[config.mk]
export PLATFORM = sky130hd
export DESIGN_NAME = mc_control_unit_flat
export DESIGN_NICKNAME = d
export VERILOG_FILES = /design/src/rtl/cpu_types_pkg.sv /design/src/rtl/mc_control_unit_if.sv /design/src/rtl/mc_decode.sv /design/src/rtl/mc_control_unit.sv /design/src/flat_wrapper.sv
export SDC_FILE = /design/constraint.sdc
export NUM_CORES = 1
export LEC_CHECK = 0
export CELL_PAD_IN_SITES_DETAIL_PLACEMENT = 1
export CELL_PAD_IN_SITES_GLOBAL_PLACEMENT = 1
export CORE_ASPECT_RATIO = 0.75
export CORE_MARGIN = 3
export CORE_UTILIZATION = 40
export DETAILED_ROUTE_END_ITERATION = 16
export PLACE_DENSITY = 0.94
export SYNTH_ARGS = -nofsm -noshare
export SYNTH_HDL_FRONTEND = slang
export SYNTH_SLANG_ARGS = --single-unit
[constraint.sdc]
create_clock -name CLK -period 6 [get_ports CLK]
set_input_delay 1.2 -clock CLK [delete_from_list [all_inputs] [get_ports CLK]]
set_output_delay 1.2 -clock CLK [all_outputs]
set_load 0.1 [all_outputs]
[src/rtl/cpu_types_pkg.sv]
// rtl/cpu_types_pkg.sv - shared state, ALU-op, class types and opcode/funct constants for the multicycle control unit
package cpu_types_pkg;

    typedef enum logic [2:0] {FETCH, DECODE, EXEC, MEM, WB, HALT} mc_state_t;

    typedef enum logic [3:0] {
        ALU_SLL, ALU_SRL, ALU_SRA, ALU_ADD, ALU_SUB, ALU_AND,
        ALU_OR, ALU_XOR, ALU_NOR, ALU_SLT, ALU_SLTU
    } aluop_t;

    typedef enum logic [2:0] {
        CLS_ALU, CLS_LOAD, CLS_STORE, CLS_STORE_WB, CLS_BRANCH, CLS_HALT
    } instr_cls_t;

    localparam logic [5:0] OP_RTYPE = 6'h00;
    localparam logic [5:0] OP_J     = 6'h02;
    localparam logic [5:0] OP_BEQ   = 6'h04;
    localparam logic [5:0] OP_BNE   = 6'h05;
    localparam logic [5:0] OP_ADDI  = 6'h08;
    localparam logic [5:0] OP_ADDIU = 6'h09;
    localparam logic [5:0] OP_SLTI  = 6'h0A;
    localparam logic [5:0] OP_SLTIU = 6'h0B;
    localparam logic [5:0] OP_ANDI  = 6'h0C;
    localparam logic [5:0] OP_ORI   = 6'h0D;
    localparam logic [5:0] OP_XORI  = 6'h0E;
    localparam logic [5:0] OP_LW    = 6'h23;
    localparam logic [5:0] OP_SW    = 6'h2B;
    localparam logic [5:0] OP_LL    = 6'h30;
    localparam logic [5:0] OP_SC    = 6'h38;
    localparam logic [5:0] OP_HALT  = 6'h3F;

    localparam logic [5:0] FN_SLL  = 6'h00;
    localparam logic [5:0] FN_SRL  = 6'h02;
    localparam logic [5:0] FN_SRA  = 6'h03;
    localparam logic [5:0] FN_ADD  = 6'h20;
    localparam logic [5:0] FN_ADDU = 6'h21;
    localparam logic [5:0] FN_SUB  = 6'h22;
    localparam logic [5:0] FN_SUBU = 6'h23;
    localparam logic [5:0] FN_AND  = 6'h24;
    localparam logic [5:0] FN_OR   = 6'h25;
    localparam logic [5:0] FN_XOR  = 6'h26;
    localparam logic [5:0] FN_NOR  = 6'h27;
    localparam logic [5:0] FN_SLT  = 6'h2A;
    localparam logic [5:0] FN_SLTU = 6'h2B;

endpackage

[src/rtl/mc_control_unit_if.sv]
// rtl/mc_control_unit_if.sv - instruction/data memory request bundle between control unit (master) and memory (slave)
interface mc_control_unit_if #(
    parameter int WORD_W = 32
);
    logic [WORD_W-1:0] instr;
    logic              ihit;
    logic              dhit;
    logic              iREN;
    logic              dREN;
    logic              dWEN;
    logic              datomic;

    modport master (input instr, ihit, dhit, output iREN, dREN, dWEN, datomic);
    modport slave  (output instr, ihit, dhit, input iREN, dREN, dWEN, datomic);
endinterface

[src/rtl/mc_decode.sv]
// rtl/mc_decode.sv - combinational opcode/funct to ALU-op and instruction class decode
// MC_CU_ATOMIC_EN: LL/SC decode as atomic (SC writes back a success flag); otherwise as LW/SW.
module mc_decode
    import cpu_types_pkg::*;
(
    input  logic [5:0] i_opcode,
    input  logic [5:0] i_funct,
    output aluop_t     o_aluop,
    output instr_cls_t o_cls,
    output logic       o_atomic
);
    always_comb begin
        o_aluop  = ALU_ADD;
        o_cls    = CLS_ALU;
        o_atomic = 1'b0;
        case (i_opcode)
            OP_RTYPE: begin
                case (i_funct)
                    FN_SLL:          o_aluop = ALU_SLL;
                    FN_SRL:          o_aluop = ALU_SRL;
                    FN_SRA:          o_aluop = ALU_SRA;
                    FN_SUB, FN_SUBU: o_aluop = ALU_SUB;
                    FN_AND:          o_aluop = ALU_AND;
                    FN_OR:           o_aluop = ALU_OR;
                    FN_XOR:          o_aluop = ALU_XOR;
                    FN_NOR:          o_aluop = ALU_NOR;
                    FN_SLT:          o_aluop = ALU_SLT;
                    FN_SLTU:         o_aluop = ALU_SLTU;
                    default:         o_aluop = ALU_ADD;
                endcase
            end
            OP_LW:  o_cls = CLS_LOAD;
            OP_SW:  o_cls = CLS_STORE;
`ifdef MC_CU_ATOMIC_EN
            OP_LL: begin
                o_cls    = CLS_LOAD;
                o_atomic = 1'b1;
            end
            OP_SC: begin
                o_cls    = CLS_STORE_WB;
                o_atomic = 1'b1;
            end
`else
            OP_LL:  o_cls = CLS_LOAD;
            OP_SC:  o_cls = CLS_STORE;
`endif
            OP_BEQ, OP_BNE: begin
                o_cls   = CLS_BRANCH;
                o_aluop = ALU_SUB;
            end
            OP_J:     o_cls = CLS_BRANCH;
            OP_HALT:  o_cls = CLS_HALT;
            OP_SLTI:  o_aluop = ALU_SLT;
            OP_SLTIU: o_aluop = ALU_SLTU;
            OP_ANDI:  o_aluop = ALU_AND;
            OP_ORI:   o_aluop = ALU_OR;
            OP_XORI:  o_aluop = ALU_XOR;
            default:  o_aluop = ALU_ADD;
        endcase
    end
endmodule

[src/rtl/mc_control_unit.sv]
// rtl/mc_control_unit.sv - multicycle FETCH/DECODE/EXEC/MEM/WB/HALT controller with memory wait timeout
module mc_control_unit
    import cpu_types_pkg::*;
#(
    parameter int WORD_W   = 32,
    parameter int CNT_W    = 32,
    parameter int MAX_WAIT = 15
) (
    input  logic              CLK,
    input  logic              RST,
    mc_control_unit_if.master bus,
    output logic              irWEN,
    output logic              pcWEN,
    output logic              WEN,
    output aluop_t            ALUOP,
    output logic              halt,
    output logic              err,
    output mc_state_t         state,
    output logic [CNT_W-1:0]  instr_cnt
);
    localparam int WAIT_W = $clog2(MAX_WAIT + 2);
    localparam logic [WAIT_W-1:0] WAIT_LIM = WAIT_W'(MAX_WAIT);

    mc_state_t         r_state;
    logic [WORD_W-1:0] r_ir;
    logic [CNT_W-1:0]  r_cnt;
    logic [WAIT_W-1:0] r_wait;
    logic              r_err, r_halt, r_iren, r_dren, r_dwen, r_datomic, r_wen, r_pc_br;
    aluop_t            r_aluop;

    mc_state_t  w_next;
    logic       w_timeout;
    aluop_t     w_aluop;
    instr_cls_t w_cls;
    logic       w_atomic;
    logic       w_unused_ir;

    mc_decode u_decode (
        .i_opcode (r_ir[31:26]),
        .i_funct  (r_ir[5:0]),
        .o_aluop  (w_aluop),
        .o_cls    (w_cls),
        .o_atomic (w_atomic)
    );

    always_comb begin
        w_next    = r_state;
        w_timeout = 1'b0;
        case (r_state)
            FETCH: begin
                if (bus.ihit)                  w_next = DECODE;
                else if (r_wait == WAIT_LIM) begin
                    w_next    = HALT;
                    w_timeout = 1'b1;
                end
            end
            DECODE: w_next = (w_cls == CLS_HALT) ? HALT : EXEC;
            EXEC: begin
                case (w_cls)
                    CLS_LOAD, CLS_STORE, CLS_STORE_WB: w_next = MEM;
                    CLS_BRANCH:                        w_next = FETCH;
                    default:                           w_next = WB;
                endcase
            end
            MEM: begin
                if (bus.dhit)                  w_next = (w_cls == CLS_STORE) ? FETCH : WB;
                else if (r_wait == WAIT_LIM) begin
                    w_next    = HALT;
                    w_timeout = 1'b1;
                end
            end
            WB:      w_next = FETCH;
            HALT:    w_next = HALT;
            default: w_next = FETCH;
        endcase
    end

    // Strobes are registered from the next state so they line up with the state they belong to.
    always_ff @(posedge CLK) begin
        if (RST) begin
            r_state   <= FETCH;
            r_ir      <= '0;
            r_cnt     <= '0;
            r_wait    <= '0;
            r_err     <= 1'b0;
            r_halt    <= 1'b0;
            r_iren    <= 1'b1;
            r_dren    <= 1'b0;
            r_dwen    <= 1'b0;
            r_datomic <= 1'b0;
            r_wen     <= 1'b0;
            r_pc_br   <= 1'b0;
            r_aluop   <= ALU_ADD;
        end else begin
            r_state <= w_next;
            if (r_state == FETCH && bus.ihit)
                r_ir <= bus.instr;
            if (w_next == FETCH && (r_state == EXEC || r_state == MEM || r_state == WB))
                r_cnt <= r_cnt + CNT_W'(1);
            if (w_next != r_state)
                r_wait <= '0;
            else if (r_state == FETCH || r_state == MEM)
                r_wait <= r_wait + WAIT_W'(1);
            if (w_timeout)
                r_err <= 1'b1;
            r_halt    <= (w_next == HALT);
            r_iren    <= (w_next == FETCH);
            r_dren    <= (w_next == MEM) && (w_cls == CLS_LOAD);
            r_dwen    <= (w_next == MEM) && (w_cls == CLS_STORE || w_cls == CLS_STORE_WB);
            r_datomic <= (w_next == MEM) && w_atomic;
            r_wen     <= (w_next == WB);
            r_pc_br   <= (w_next == EXEC) && (w_cls == CLS_BRANCH);
            r_aluop   <= (w_next == EXEC) ? w_aluop : ALU_ADD;
        end
    end

    assign w_unused_ir = ^r_ir;

    assign bus.iREN    = r_iren;
    assign bus.dREN    = r_dren;
    assign bus.dWEN    = r_dwen;
    assign bus.datomic = r_datomic;
    assign irWEN       = (r_state == FETCH) && bus.ihit;
    assign pcWEN       = irWEN || r_pc_br;
    assign WEN         = r_wen;
    assign ALUOP       = r_aluop;
    assign halt        = r_halt;
    assign err         = r_err;
    assign state       = r_state;
    assign instr_cnt   = r_cnt;
endmodule

[src/flat_wrapper.sv]
// flat-port wrapper written by rule: the top's interface ports become plain ports
module mc_control_unit_flat import cpu_types_pkg::*;
#(
    parameter int WORD_W   = 32,
    parameter int CNT_W    = 32,
    parameter int MAX_WAIT = 15
)
  (CLK, RST, irWEN, pcWEN, WEN, ALUOP, halt, err, state, instr_cnt, bus_instr, bus_ihit, bus_dhit, bus_iREN, bus_dREN, bus_dWEN, bus_datomic);
  mc_control_unit_if #(.WORD_W(WORD_W)) bus_i ();
  input  logic CLK;
  input  logic RST;
  output logic irWEN;
  output logic pcWEN;
  output logic WEN;
  output aluop_t ALUOP;
  output logic halt;
  output logic err;
  output mc_state_t state;
  output logic [CNT_W-1:0] instr_cnt;
  input wire logic [$bits(bus_i.instr)-1:0] bus_instr;
  input wire logic [$bits(bus_i.ihit)-1:0] bus_ihit;
  input wire logic [$bits(bus_i.dhit)-1:0] bus_dhit;
  output wire logic [$bits(bus_i.iREN)-1:0] bus_iREN;
  output wire logic [$bits(bus_i.dREN)-1:0] bus_dREN;
  output wire logic [$bits(bus_i.dWEN)-1:0] bus_dWEN;
  output wire logic [$bits(bus_i.datomic)-1:0] bus_datomic;
  assign bus_i.instr = bus_instr;
  assign bus_i.ihit = bus_ihit;
  assign bus_i.dhit = bus_dhit;
  assign bus_iREN = bus_i.iREN;
  assign bus_dREN = bus_i.dREN;
  assign bus_dWEN = bus_i.dWEN;
  assign bus_datomic = bus_i.datomic;
  mc_control_unit #(.WORD_W(WORD_W), .CNT_W(CNT_W), .MAX_WAIT(MAX_WAIT)) u_core (.CLK(CLK), .RST(RST), .bus(bus_i), .irWEN(irWEN), .pcWEN(pcWEN), .WEN(WEN), .ALUOP(ALUOP), .halt(halt), .err(err), .state(state), .instr_cnt(instr_cnt));
endmodule
==> results.cfg, run 1 <==
[global_route]
grt_max_degree = 58
grt_pass1_vias = 3764
busiest_layer = met2
grt_util_met2_pct = 36.5
use_met3_pct = 5.28
use_met1_pct = 28.0
grt_pass1_wl_um = 18500
globalRouteOverflowTotal = 0
track_usage_pct = 22.3
antenna_found_initial = 0

[sta]
rsz0062_at_grt = no
setup_viol = 0
post-route-period-util_pct = 77.1
fmaxAchievable_mhz = 216
finalMaxSlewViolations = 0
tightest_slew_ns = 1.06
worst_slack_ns = 1.37
slew_headroom_pct = 29.5
finalHoldViolations = 0
finClkSkew_ns = 0.00719
layout_min_cycle_time_ns = 4.63
fin_setup_tns_ns = 0

[cts]
cts_max_level = 3
cts_resized = 0
cts_num_sinks = 63
ctsHoldBuffers = 0
clock_latency_ns = 0.33
cts_root_buffer = clkbuf_16
cts_tree = yes
cts_buffers = 9
cts.path.max_buffers = 2
post_cts_buffers = 0
clkTransAtPathRegs_ns = 0.05

[yosys]
yosysUniqueCellTypes = 56
synth-seq-area-share_pct = 34.3
yosys-top-cells-area = dfxtp_1, nor2b_1, mux2_2
synth_area_per_cell_um2 = 8.16
syn-num-nets = 490
async_flop_share_pct = 0
synth_ff_type = dfxtp_1
yosys.area.top_type = dfxtp_1
postSynthCellCount = 451
synth_area_mm2 = 0.00368
ys_ff_latch = 63
synth_top_area_share_pct = 34.3
ys_warn_count = 0
synth_edf_count = 0

[floorplan]
pin_count = 84
num_rows = 29
die_w_um = 117
die_h_um = 89.1
die_area_mm2 = 0.0104
start_util_pct = 42.3
core_mm2 = 0.00871

[cells_and_area]
area_delta_synth_final_pct = 23.8
final_nets = 536
drive_gt1_share_pct = 10.2
final_cell_mix = dfxtp_1, clkdlybuf4s50_1, nand2_1, nor2_1, nor2b_1
antenna_cells = 0
final_common_cell = dfxtp_1

[drt]
dr_total_vias = 3623
drc = 0
wl_per_cell_um = 18.3
drtIter0Drc = 320
wl_um = 11200
ant_nets = 0
via_per_inst = 5.95
dr.pass1.iters = 4

[placement]
gp_congestion = 0.846
dp_slack_ns = 1.40
port_buffers = 62
dpl.hpwl_um = 7610

[worst_hold_path]
hold_class = flop to flop

[pwr]
p_clk_share_pct = 40.7
pwr-share-seq_pct = 40.1
peakVddDrop_mv = 0.148
powerDensity_mw_per_mm2 = 254
comb_power_share_pct = 19.2
internal_power_uw = 789
switching_share_pct = 31.9
switching_power_uw = 369
p_leak_uw = 0.00158

[job]
max-cap-violations = 0

[worst_setup_path]
worstSetupStartpointType = input port
cp_max_fo = 15
critical_path_class = input port to output pin
rrSetupSlack_ns = 2.72
end_kind = output pin
worstPathArrival_ns = 3.43
cp_data_required_time_ns = 4.80

[status]
status = complete, no violations
## final cells by class
cell class / instances / area, µm²
Clock buffer: 14 / 254
Clock inverter: 1 / 5.00
Fill cell: 1031 / 4150
Multi-Input combinational cell: 345 / 2210
Tap cell: 108 / 135
Sequential cell: 63 / 1260
Inverter: 11 / 41.3
Timing Repair Buffer: 67 / 651
## metal layers
metal	share of wire (%)	vias up
met1	44	1782
li1	-	1734
met3	4.9	19
met2	49	88
met5	0	-
met4	2.3	0
## power by group through the flow
stage / logic [µW] / clock network (µW) / registers [µW]
after floorplan: 140 / 0 / 497
after global placement: 208 / 0 / 471
after detailed placement: 217 / 0 / 472
after CTS: 222 / 479 / 464
after global routing: 239 / 497 / 468
final: 222 / 471 / 465
## synthesized netlist by cell type (2+ instances only)
cell type	n
a2111o_1	2
a211oi_1	2
a21oi_1	29
a31oi_1	2
and3_1	6
and4_1	3
and4b_1	2
buf_2	8
buf_4	3
buf_6	4
clkbuf_1	17
dfxtp_1	63
ha_1	3
inv_1	11
mux2_1	10
mux2_2	17
nand2_1	50
nand2b_1	7
nand3_1	17
nand4_1	18
nor2_1	46
nor2b_1	32
nor3_1	10
nor4_1	22
nor4_2	9
nor4b_1	5
o211ai_1	2
o21ai_0	8
o31ai_1	6
o41ai_1	2
or3_1	2
or4_1	7
xnor2_1	2
xor2_1	2
## logic make-up after synthesis
| group | Yosys count | share of synthesized area [%] |
|---|---|---|
| other cells | 1 | 0.102 |
| fa+ha+maj | 3 | 1.02 |
| buf+inv | 43 | 5.78 |
| simple gates | 243 | 36.9 |
| xor+xnor | 4 | 0.952 |
| compound gates | 66 | 12.4 |
| mux | 28 | 8.53 |
| flops | 63 | 34.3 |
## registers in the layout, summed over array words and instances, names as in the netlist
name              flops
u_core.bus.iREN       1
u_core.state          3
u_core.r_wait         5
u_core.r_pc_br        1
u_core.bus.dREN       1
u_core.halt           1
u_core.bus.dWEN       1
u_core.WEN            1
u_core.r_ir          12
u_core.instr_cnt     32
u_core.err            1
u_core.ALUOP          4
## critical path, cell delays in order
cell	delay (ns)
clkdlybuf4s50_1	0.52
nand2_1	0.35
nand2b_1	0.19
clkdlybuf4s50_1	1.16
## metrics by stage
step,utilization (%),cell area (µm²),hold WS [ns],total power (µW),cells
final,52.3,4560,0.496,1160,609
after global routing,52.3,4560,0.512,1200,609
after CTS,52.3,4560,0.498,1170,609
after detailed placement,49.4,4300,0.484,690,594
after global placement,49.4,4300,0.464,679,594
after floorplan,-,3680,0.450,636,451
## final timing paths
| path | from | endpoint | cells after the start |
|---|---|---|---|
| worst max register to register | u_core.r_wait[1] | u_core.WEN | 9 |
| worst max-delay path | bus_ihit | pcWEN | 4 |
| worst min register to register | u_core.r_ir[4] | u_core.r_ir[4] | 2 |
| worst min-delay path | u_core.r_ir[4] | u_core.r_ir[4] | 2 |
No activity file was read; power rests on OpenSTA's default activity.
==> run 2, diff against run 1 <==
- CORE_UTILIZATION: 40 -> 37
- PLACE_DENSITY: 0.94 -> 0.88
- clock period: 6 -> 4.34 ns (I/O delays scaled with it)
==> run 2 against run 1 <==
Compared with the run above: first-iteration DRC count down 39%; final area up 1.9%; global-route usage down 3.1 points; setup slack worse by 0.16 ns; die area up 7.6%; critical path depth down 3; count of clock-buffer cells in the layout down 2; sequential share of layout area down 0.51 points; final cell count up 4.1%; critical path type is now flop to output pin.
==> results.cfg, run 2 (synthesis gave the netlist of run 1 again) <==
[worst_setup_path]
worstSetupStartpointType = flop
cp_data_required_time_ns = 3.47
end_kind = output pin
cp_max_fo = 16
cp_cell_sequence = clkdlybuf4s50_1
worstPathArrival_ns = 2.26
cpMaxStageDelayCell = clkdlybuf4s50_1
cp_top_family = buffers and inverters
max_stage_delay_ns = 1.26
cp_num_buf_inv = 1
critical_path_class = flop to output pin

[cts]
cts_buffers = 9
cts_max_level = 3
clkTransAtPathRegs_ns = 0.05
cts_tree = yes
post_cts_buffers = 0
cts_num_sinks = 63
cts_resized = 0
cts_root_buffer = clkbuf_16
cts.path.max_buffers = 2
clock_latency_ns = 0.33
ctsHoldBuffers = 0

[global_route]
grt_util_met2_pct = 32.5
grt_max_degree = 45
grt_pass1_wl_um = 17700
use_met3_pct = 4.70
globalRouteOverflowTotal = 0
track_usage_pct = 19.2
busiest_layer = met2
grt_pass1_vias = 3570
use_met1_pct = 24.8
antenna_found_initial = 0

[sta]
layout_min_cycle_time_ns = 3.13
finClkSkew_ns = 0.00801
fin_setup_tns_ns = 0
finalHoldViolations = 0
slew_headroom_pct = 33.6
tightest_slew_ns = 0.993
rsz0062_at_grt = no
fmaxAchievable_mhz = 319
whs_ns = 0.469
post-route-period-util_pct = 72.1
finalMaxSlewViolations = 0
worst_slack_ns = 1.21
setup_viol = 0

[cells_and_area]
stdcell_area_mm2 = 0.00464
drive_gt1_share_pct = 11.7
final_cell_mix = dfxtp_1, clkdlybuf4s50_1, nand2_1, nor2_1, nor2b_1
final_common_cell = dfxtp_1
fin_util_pct = 49.7
area_delta_synth_final_pct = 26.1
nFillCells = 1113
largest_reg_flops = 32
final_nets = 540
antenna_cells = 0

[pwr]
peakVddDrop_mv = 0.291
powerDensity_mw_per_mm2 = 357
p_leak_uw = 0.00162

[drt]
wl_per_cell_um = 17.1
dr_total_vias = 3607
drc = 0
via_per_inst = 5.69
dr.pass1.iters = 4
wl_um = 10800
ant_nets = 0
drtIter0Drc = 196

[floorplan]
pin_count = 84
num_rows = 30
start_util_pct = 39.4
core_mm2 = 0.00935
die_w_um = 121
die_h_um = 92.4
die_area_mm2 = 0.0112

[placement]
gp_congestion = 0.888
port_buffers = 62
placed_area_mm2 = 0.00435
dpl.hpwl_um = 7590
dp_slack_ns = 1.03

[job]
max-cap-violations = 0

[status]
status = complete, no violations

[worst_hold_path]
hold_class = flop to flop
run 2: changes by cell type in the layout (fill, tap and decap cells not counted), sizes merged:
| cell | change |
|---|---|
| buf | +5 |
| bufinv | +1 |
| clkbuf | -2 |
| clkdlybuf4s50 | -1 |
| clkinv | +2 |
run 2: metal layers:
metal  wire length [µm]  vias up
li1                   -     1744
met1               5110     1776
met2               5180       77
met3                450       10
met4                103        0
met5                  0        -
run 2: report_power, final:
group	internal, µW	switching, µW
Sequential	600	42.9
Combinational	95.6	211
Clock	457	252
Total	1150	506
run 2: final timing paths:
check                        from                   to  slack (ns)  depth (start not counted)
hold / removal     u_core.r_ir[4]       u_core.r_ir[4]        0.47                          2
setup / recovery  u_core.state[2]             state[2]        1.21                          1
hold reg to reg    u_core.r_ir[4]       u_core.r_ir[4]        0.47                          2
setup reg to reg  u_core.r_ir[30]  u_core.instr_cnt[6]        1.29                          6
run 2: final cells by class:
cell class / count / area, µm² / share of cell area, %
Multi-Input combinational cell: 345 / 2210 / 47.6
Sequential cell: 63 / 1260 / 27.2
Timing Repair Buffer: 71 / 678 / 14.6
Clock buffer: 12 / 246 / 5.31
Tap cell: 128 / 160 / 3.45
Clock inverter: 4 / 45.0 / 0.970
Inverter: 11 / 41.3 / 0.889
run 2: stage by stage:
step | total power (µW) | instances
finish | 1660 | 634
global route | 1730 | 634
CTS | 1670 | 634
detailed placement | 959 | 618
global placement | 945 | 618
floorplan | 879 | 451
==> run 3, diff against run 2 <==
- clock period: 4.34 -> 3.2 ns (I/O delays scaled with it)
==> run 3 against run 2 <==
Compared with the run above: total power is 32% higher; setup slack worse by 0.73 ns; final area is 1.4% lower; flip-flop and latch count stayed put; first-iteration DRC count is 42% higher; non-clock buffer count is 4 higher; core utilization is 0.70 points lower; critical path type is now flop to flop.
==> results.cfg, run 3 (synthesis gave the netlist of run 1 again) <==
[job]
max-cap-violations = 0

[sta]
worst_slack_ns = 0.482
finalMaxSlewViolations = 0
fmaxAchievable_mhz = 368
finalHoldViolations = 0
slew_headroom_pct = 45.3
post-route-period-util_pct = 84.9
setup_viol = 0
rsz0062_at_grt = no
layout_min_cycle_time_ns = 2.72
fin_setup_tns_ns = 0
tightest_slew_ns = 0.818
finClkSkew_ns = 0.00648

[drt]
wl_um = 11100
ant_nets = 0
dr_total_vias = 3581
dr.pass1.iters = 4
wl_per_cell_um = 17.4
via_per_inst = 5.62
drtIter0Drc = 278
drc = 0

[global_route]
antenna_found_initial = 0
globalRouteOverflowTotal = 0
grt_pass1_vias = 3690
track_usage_pct = 20.2
grt_pass1_wl_um = 18300
grt_max_degree = 56

[cts]
clkTransAtPathRegs_ns = 0.05
post_cts_buffers = 0
ctsHoldBuffers = 0
cts_root_buffer = clkbuf_16
cts_num_sinks = 63
cts_max_level = 3
cts_resized = 0
cts_buffers = 9
cts_tree = yes
clock_latency_ns = 0.33
cts.path.max_buffers = 2

[cells_and_area]
multi_input_area_mm2 = 0.00221
final_common_cell = dfxtp_1
nFillCells = 1143
area_delta_synth_final_pct = 24.4
antenna_cells = 0
largest_reg_flops = 32
final_nets = 544
instances_no_fill = 637
register_area_mm2 = 0.00126
drive_gt1_share_pct = 20.6
final_cell_mix = dfxtp_1, buf_4, nand2_1, nor2_1, nor2b_1

[floorplan]
num_rows = 30
pin_count = 84
core_mm2 = 0.00935
die_w_um = 121
start_util_pct = 39.4
die_h_um = 92.4
die_area_mm2 = 0.0112

[placement]
port_buffers = 62
dp.cells = 622
dp_slack_ns = 0.356
dpl.hpwl_um = 7710
gp_congestion = 0.871

[worst_setup_path]
rrSetupSlack_ns = 0.48
critical_path_class = flop to flop
end_kind = flop
worstSetupStartpointType = flop
cp_data_required_time_ns = 3.41
worstPathArrival_ns = 2.93
cp_max_fo = 39

[pwr]
p_leak_uw = 0.00172
powerDensity_mw_per_mm2 = 477
peakVddDrop_mv = 0.395

[worst_hold_path]
hold_class = flop to flop

[status]
status = complete, no violations
==> run 3: cell count changes in the layout (fill, tap and decap cells not counted), sizes merged <==
cell           delta
clkdlybuf4s50    -45
clkinv            -2
buf              +49
bufinv            -1
clkbuf            +2
==> run 3: metal layers <==
metal | GRT usage, % | routed length [µm]
met5 | 0 | 0
met4 | 6.25 | 127
met3 | 4.82 | 464
met2 | 33.9 | 5490
met1 | 25.7 | 4980
==> run 3: worst paths after layout <==
path / from / endpoint / cells past startpoint
setup / recovery: u_core.r_ir[27] / u_core.instr_cnt[31] / 6
hold / removal: u_core.err / u_core.err / 2
setup reg to reg: u_core.r_ir[27] / u_core.instr_cnt[31] / 6
hold reg to reg: u_core.err / u_core.err / 2
==> run 3: stage by stage <==
step           instance area [µm²]  util, %  hold WS (ns)  total power, µW
4_1_cts                       4580     49.0         0.486             2200
3_5_place_dp                  4320     46.2         0.474             1320
6_report                      4580     49.0         0.485             2180
5_1_grt                       4580     49.0         0.517             2290
2_1_floorplan                 3680        -         0.450             1190
3_3_place_gp                  4320     46.2         0.465             1300
==> run 3: final cells by class <==
type | instances | share of cell area, %
clock buffer | 14 | 5.55
clock inverter | 1 | 0.109
inverter | 11 | 0.902
multi-input combinational | 345 | 48.3
sequential | 63 | 27.6
tap | 128 | 3.50
timing repair buffer | 75 | 14.1
==> run 3: power by group <==
group	leakage [µW]	total [µW]	internal (µW)	switching, µW
clock	0.000127	868	540	328
sequential	0.000510	861	815	46.7
combinational	0.00108	453	146	307
total	0.00172	2180	1500	682
==> run 3: worst max-delay path: stages, from the launching register on <==
cell       delay (ns)
dfxtp_1          0.59
or3b_4           0.45
a2111oi_4        0.34
o221ai_2         0.18
buf_12           0.20
nor4_1           0.44
mux2_2           0.39
==> variant 1: new RTL, flow settings as in run 3 <==
`MAX_WAIT` is set to 15 in 2 places; all go to 30.
--- a/src/rtl/mc_control_unit.sv
+++ b/src/rtl/mc_control_unit.sv
@@ -6,3 +6,3 @@
     parameter int CNT_W    = 32,
-    parameter int MAX_WAIT = 15
+    parameter int MAX_WAIT = 30
 ) (
--- a/src/flat_wrapper.sv
+++ b/src/flat_wrapper.sv
@@ -5,3 +5,3 @@
     parameter int CNT_W    = 32,
-    parameter int MAX_WAIT = 15
+    parameter int MAX_WAIT = 30
 )
Formal check against the unedited RTL: same outputs for any inputs over 10 cycles, from zero or initial values and one cycle with RST high; that may be too few to reach the edited logic, so the function may still have changed.
==> variant 1 against run 3 <==
  * Routed wire length fell by 3.0%
  * Critical path depth rose by 3
  * Count of clock-buffer cells in the layout rose by 1
  * Combinational power fell by 9.3%
  * Cell area fell by 5.6%
  * Total power fell by 0.14%
  * Clock skew fell by 0.0018 ns
  * Sequential share of layout area rose by 1.6 points
  * Setup slack got worse by 0.21 ns
  * Sequential cell count did not move
  * Synthesized area fell by 6.9%
  * Critical endpoint is now u_core.instr_cnt[15]$_SDFFE_PP0P_
  * Largest power group unchanged
==> variant 1: results <==
group,metric,value,unit
pwr,power_switching,0.000652,W
clocking,htreeDepth,3,
grt,grtUsageMet2,34.8,%
pwr,ir_drop,0.258,mV
grt,grtUsageTotal,21.4,%
yosys,synth_compound_area_share,19.4,%
yosys,synthAdderAreaFrac,1.39,%
placed_design,portBuffers,62,
setup_path,critPathMaxStageDelay,0.51,ns
route,wl_met1,4900,µm
route,drt_pre_antenna_iters,5,
yosys,netlist_top_cells_count,"63 x dfxtp_1, 47 x a21oi_1, 40 x nand2_1",
placed_design,hpwl,7410,µm
route,wl_met3,618,µm
yosys,synth_flop_cell,"dfxtp_1",
yosys,synth_mux_area_share,2.30,%
setup_path,r2r_start,"u_core.r_wait[0]$_SDFFE_PP0P_",
timing,skew,0.00463,ns
route,dr_wl_met2,5040,µm
setup_path,ff2ff_path_depth,9,
finish,drive_gt1_share,17.0,%
grt,grt_max_degree,42,
grt,grt_pass1_wl,17600,µm
clocking,clk_latency,0.33,ns
yosys,synth_xor_xnor_area_share,1.53,%
grt,grt_util_met1,27.8,%
pwr,p_comb,0.000411,W
hold_path,hold_class,"flip-flop to flip-flop",
yosys,synth_area_leaders,"dfxtp_1 37%, a21oi_1 6.9%, o31ai_1 5.3%",
clocking,numCtsBuffers,9,
route,viasPerCell,5.82,
outcome,status,"finished clean",
setup_path,worst_path_dominant_cell_family,"compound AO/OA/AOI/OAI gates",
yosys,synth_nets,467,
setup_path,r2r_end,"u_core.instr_cnt[15]$_SDFFE_PP0P_",
die,initial_utilization,39.2,%
placed_design,place.gp.congestion,0.886,
route,drt-initial-drc-count,182,
setup_path,crit_arrival,3.19,ns
setup_path,reg2reg_setup_slack,0.27,ns
finish,nNetsFinal,512,
pwr,power_leakage,1.55,nW
clocking,clk_path_buf_depth,2,
yosys,synth.distinct_cells,54,
timing,relSlewSlack,52.5,%
hold_path,whs_endpoint,"u_core.err$_SDFFE_PP0P_",
grt,grt_pass1_vias,3476,
finish,diodes,0,
grt,use_met3,5.28,%
pwr,power_clock,0.000917,W
yosys,ys_seq_area_share,36.8,%
setup_path,crit_slowest_cell,"or4_1",
placed_design,dp_slack,0.127,ns
route,highest_layer,"met4",
yosys,ys_warn_count,0,
route,wl_per_cell,17.9,µm
setup_path,critPathMaxFanout,24,
finish,fillers,1054,
==> variant 1: cell types whose count changed in the layout (fill, tap and decap cells not counted), moves of 9 or more <==
cell     delta
a21oi_1    +18
mux2_1      -9
mux2_2     -11
nand2_1    -10
nor2_1     -20
nor2b_1    -20
nor3_1      +9
nor4_1     -17
nor4_2      -9
o31ai_1    +18
or4_1      +16
==> variant 1: through the flow <==
step	instances	instance area, µm²	utilization, %	hold WS [ns]	total power (W)
5_1_grt	601	4320	49.4	0.524	0.00227
3_5_place_dp	586	4040	46.2	0.492	0.00127
3_3_place_gp	586	4040	46.2	0.475	0.00125
4_1_cts	601	4320	49.4	0.501	0.00220
6_report	601	4320	49.4	0.494	0.00218
2_1_floorplan	428	3420	-	0.458	0.00115
==> variant 1: cell type report <==
class	count	area (µm²)	area share, %
sequential	63	1260	29.2
timing repair buffer	72	623	14.4
tap	124	155	3.59
multi-input combinational	319	1970	45.7
clock buffer	15	278	6.43
inverter	8	30.0	0.695
==> variant 1: worst max-delay path by stage <==
stage | depth (start not counted) | start | slack, ns | to
6_report | 9 | u_core.r_wait[0]$_SDFFE_PP0P_ | 0.27 | u_core.instr_cnt[15]$_SDFFE_PP0P_
5_1_grt | 9 | u_core.r_wait[0]$_SDFFE_PP0P_ | 0.07 | u_core.instr_cnt[13]$_SDFFE_PP0P_
4_1_cts | 9 | u_core.r_wait[0]$_SDFFE_PP0P_ | 0.31 | u_core.instr_cnt[13]$_SDFFE_PP0P_
3_5_place_dp | 7 | bus_dhit | 0.13 | u_core.instr_cnt[13]$_SDFFE_PP0P_
3_3_place_gp | 7 | bus_dhit | 0.24 | u_core.instr_cnt[10]$_SDFFE_PP0P_
2_1_floorplan | 5 | u_core.state[0]$_SDFF_PP0_ | 0.12 | irWEN
==> variant 2: new RTL, settings of run 3 <==
Without the edit above. Register the output `instr_cnt` once more, cleared by the reset; this adds one clock of latency there. The other outputs are not delayed to match.
--- a/src/rtl/mc_control_unit.sv
+++ b/src/rtl/mc_control_unit.sv
@@ -129,3 +129,9 @@
     assign state       = r_state;
-    assign instr_cnt   = r_cnt;
+    always_ff @(posedge CLK) begin
+        if (RST) begin
+            instr_cnt <= '0;
+        end else begin
+            instr_cnt <= r_cnt;
+        end
+    end
 endmodule
Formal check against the unedited RTL: not equivalent (a bounded check fails within 4 cycles, from zero or initial values and one cycle with RST high).
==> variant 2 against run 3 <==
  * Setup slack worse by 0.13 ns
  * Via count is 5.4% lower
  * Die area increased by 4.6%
  * Total power rose by 15%
  * Cell area rose by 4.5%
  * Synthesized area grew 4.9%
  * Sequential cell count increased by 32
  * Routed wire length shrank 9.6%
  * Largest cell class is now flip-flops and latches
  * Largest power group is now registers
  * Highest routed layer unchanged
==> variant 2: results <==
group,metric,value,unit
setup_path,critPathMaxFanout,9,
grt,grt_pass1_vias,3303,
route,drt-initial-drc-count,210,
placed_design,dpl.cell_count,616,
finish,drive_gt1_share,16.4,%
placed_design,place.gp.congestion,0.834,
grt,antenna_found_initial,0,
yosys,synth.distinct_cells,54,
outcome,status,"finished clean",
grt,grt_max_degree,45,
grt,grtUsageTotal,17.6,%
yosys,ys_seq_area_share,49.3,%
route,viasPerCell,5.36,
setup_path,ff2ff_path_depth,10,
setup_path,crit_arrival,3.12,ns
timing,relSlewSlack,45.5,%
placed_design,hpwl,7200,µm
pwr,p_sw_share,26.1,%
route,via_count,3388,
route,wl_per_cell,15.8,µm
clocking,clk_latency,0.35,ns
setup_path,crit_slowest_cell,"or3_1",
finish,fillers,1156,
yosys,netlist_top_cells_count,"95 x dfxtp_1, 44 x nand2_1, 38 x a21oi_1",
setup_path,critPathMaxStageDelay,0.43,ns
timing,skew,0.00929,ns
pwr,ir_drop,0.299,mV
clocking,clk_pin_slew_worst_paths,0.07,ns
clocking,ctsResizeCount,0,
yosys,synth_area_leaders,"dfxtp_1 49%, nor2b_1 5.0%, a21oi_1 4.9%",
grt,grt_pass1_wl,16200,µm
yosys,synth_nets,476,
variant 2: per-layer routing:
layer  track usage, %  vias up  part of all wire [%]
li1                 -     1652                     -
met3             5.09       22                   4.9
met5                0        -                     0
met1             21.7     1644                    45
met2             28.5       70                    47
met4             7.84        0                   2.4
variant 2: cells by family (layout without fill, tap and decap cells):
group	Yosys count	in the layout	synth area share, %
buf+inv	38	101	4.34
fa+ha+maj	3	3	0.973
other cells	1	1	0.0972
flops	95	95	49.3
simple gates	195	195	27.4
mux	5	5	1.39
compound gates	89	89	14.0
xor+xnor	11	11	2.50
variant 2: area by class of cell:
cell class | count | area, µm² | share of cell area, %
inverter | 14 | 52.6 | 1.10
clock buffer | 12 | 256 | 5.36
timing repair buffer | 71 | 591 | 12.3
sequential | 95 | 1900 | 39.7
multi-input combinational | 304 | 1790 | 37.4
tap | 132 | 165 | 3.45
clock inverter | 4 | 28.8 | 0.601
variant 2: power groups by stage:
| stage | Sequential [W] | Combinational, W | Clock (W) |
|---|---|---|---|
| final | 0.00123 | 0.000256 | 0.00103 |
| after global routing | 0.00124 | 0.000280 | 0.00110 |
| after CTS | 0.00123 | 0.000257 | 0.00105 |
| after detailed placement | 0.00126 | 0.000257 | 0 |
| after global placement | 0.00126 | 0.000248 | 0 |
| after floorplan | 0.00128 | 0.000154 | 0 |
variant 2: path summary, 6_finish.rpt:
path,from,to,slack [ns]
setup / recovery,u_core.r_wait[0]$_SDFFE_PP0P_,u_core.r_cnt[18]$_SDFFE_PP0P_,0.35
hold / removal,u_core.r_ir[4]$_SDFFE_PP0P_,u_core.r_ir[4]$_SDFFE_PP0P_,0.47
setup reg to reg,u_core.r_wait[0]$_SDFFE_PP0P_,u_core.r_cnt[18]$_SDFFE_PP0P_,0.35
hold reg to reg,u_core.r_ir[4]$_SDFFE_PP0P_,u_core.r_ir[4]$_SDFFE_PP0P_,0.47
variant 2: worst register-to-register path, cell delays in order (launching register included):
cell and delay [ns]:
dfxtp_1 0.38, ha_1 0.19, and3_1 0.16, ha_1 0.29, nor2_1 0.12, o32a_1 0.31, o31ai_1 0.19, buf_4 0.29
nand4_2 0.26, or3_1 0.43, a21oi_1 0.16
variant 2: metrics by stage:
step                      util, %  setup WS [ns]  power, W
final                        48.4          0.352   0.00252
after global routing         48.4          0.104   0.00261
after CTS                    48.4          0.356   0.00254
after detailed placement     45.5          0.308   0.00152
after global placement       45.5          0.356   0.00151
after floorplan                 -          0.152   0.00144
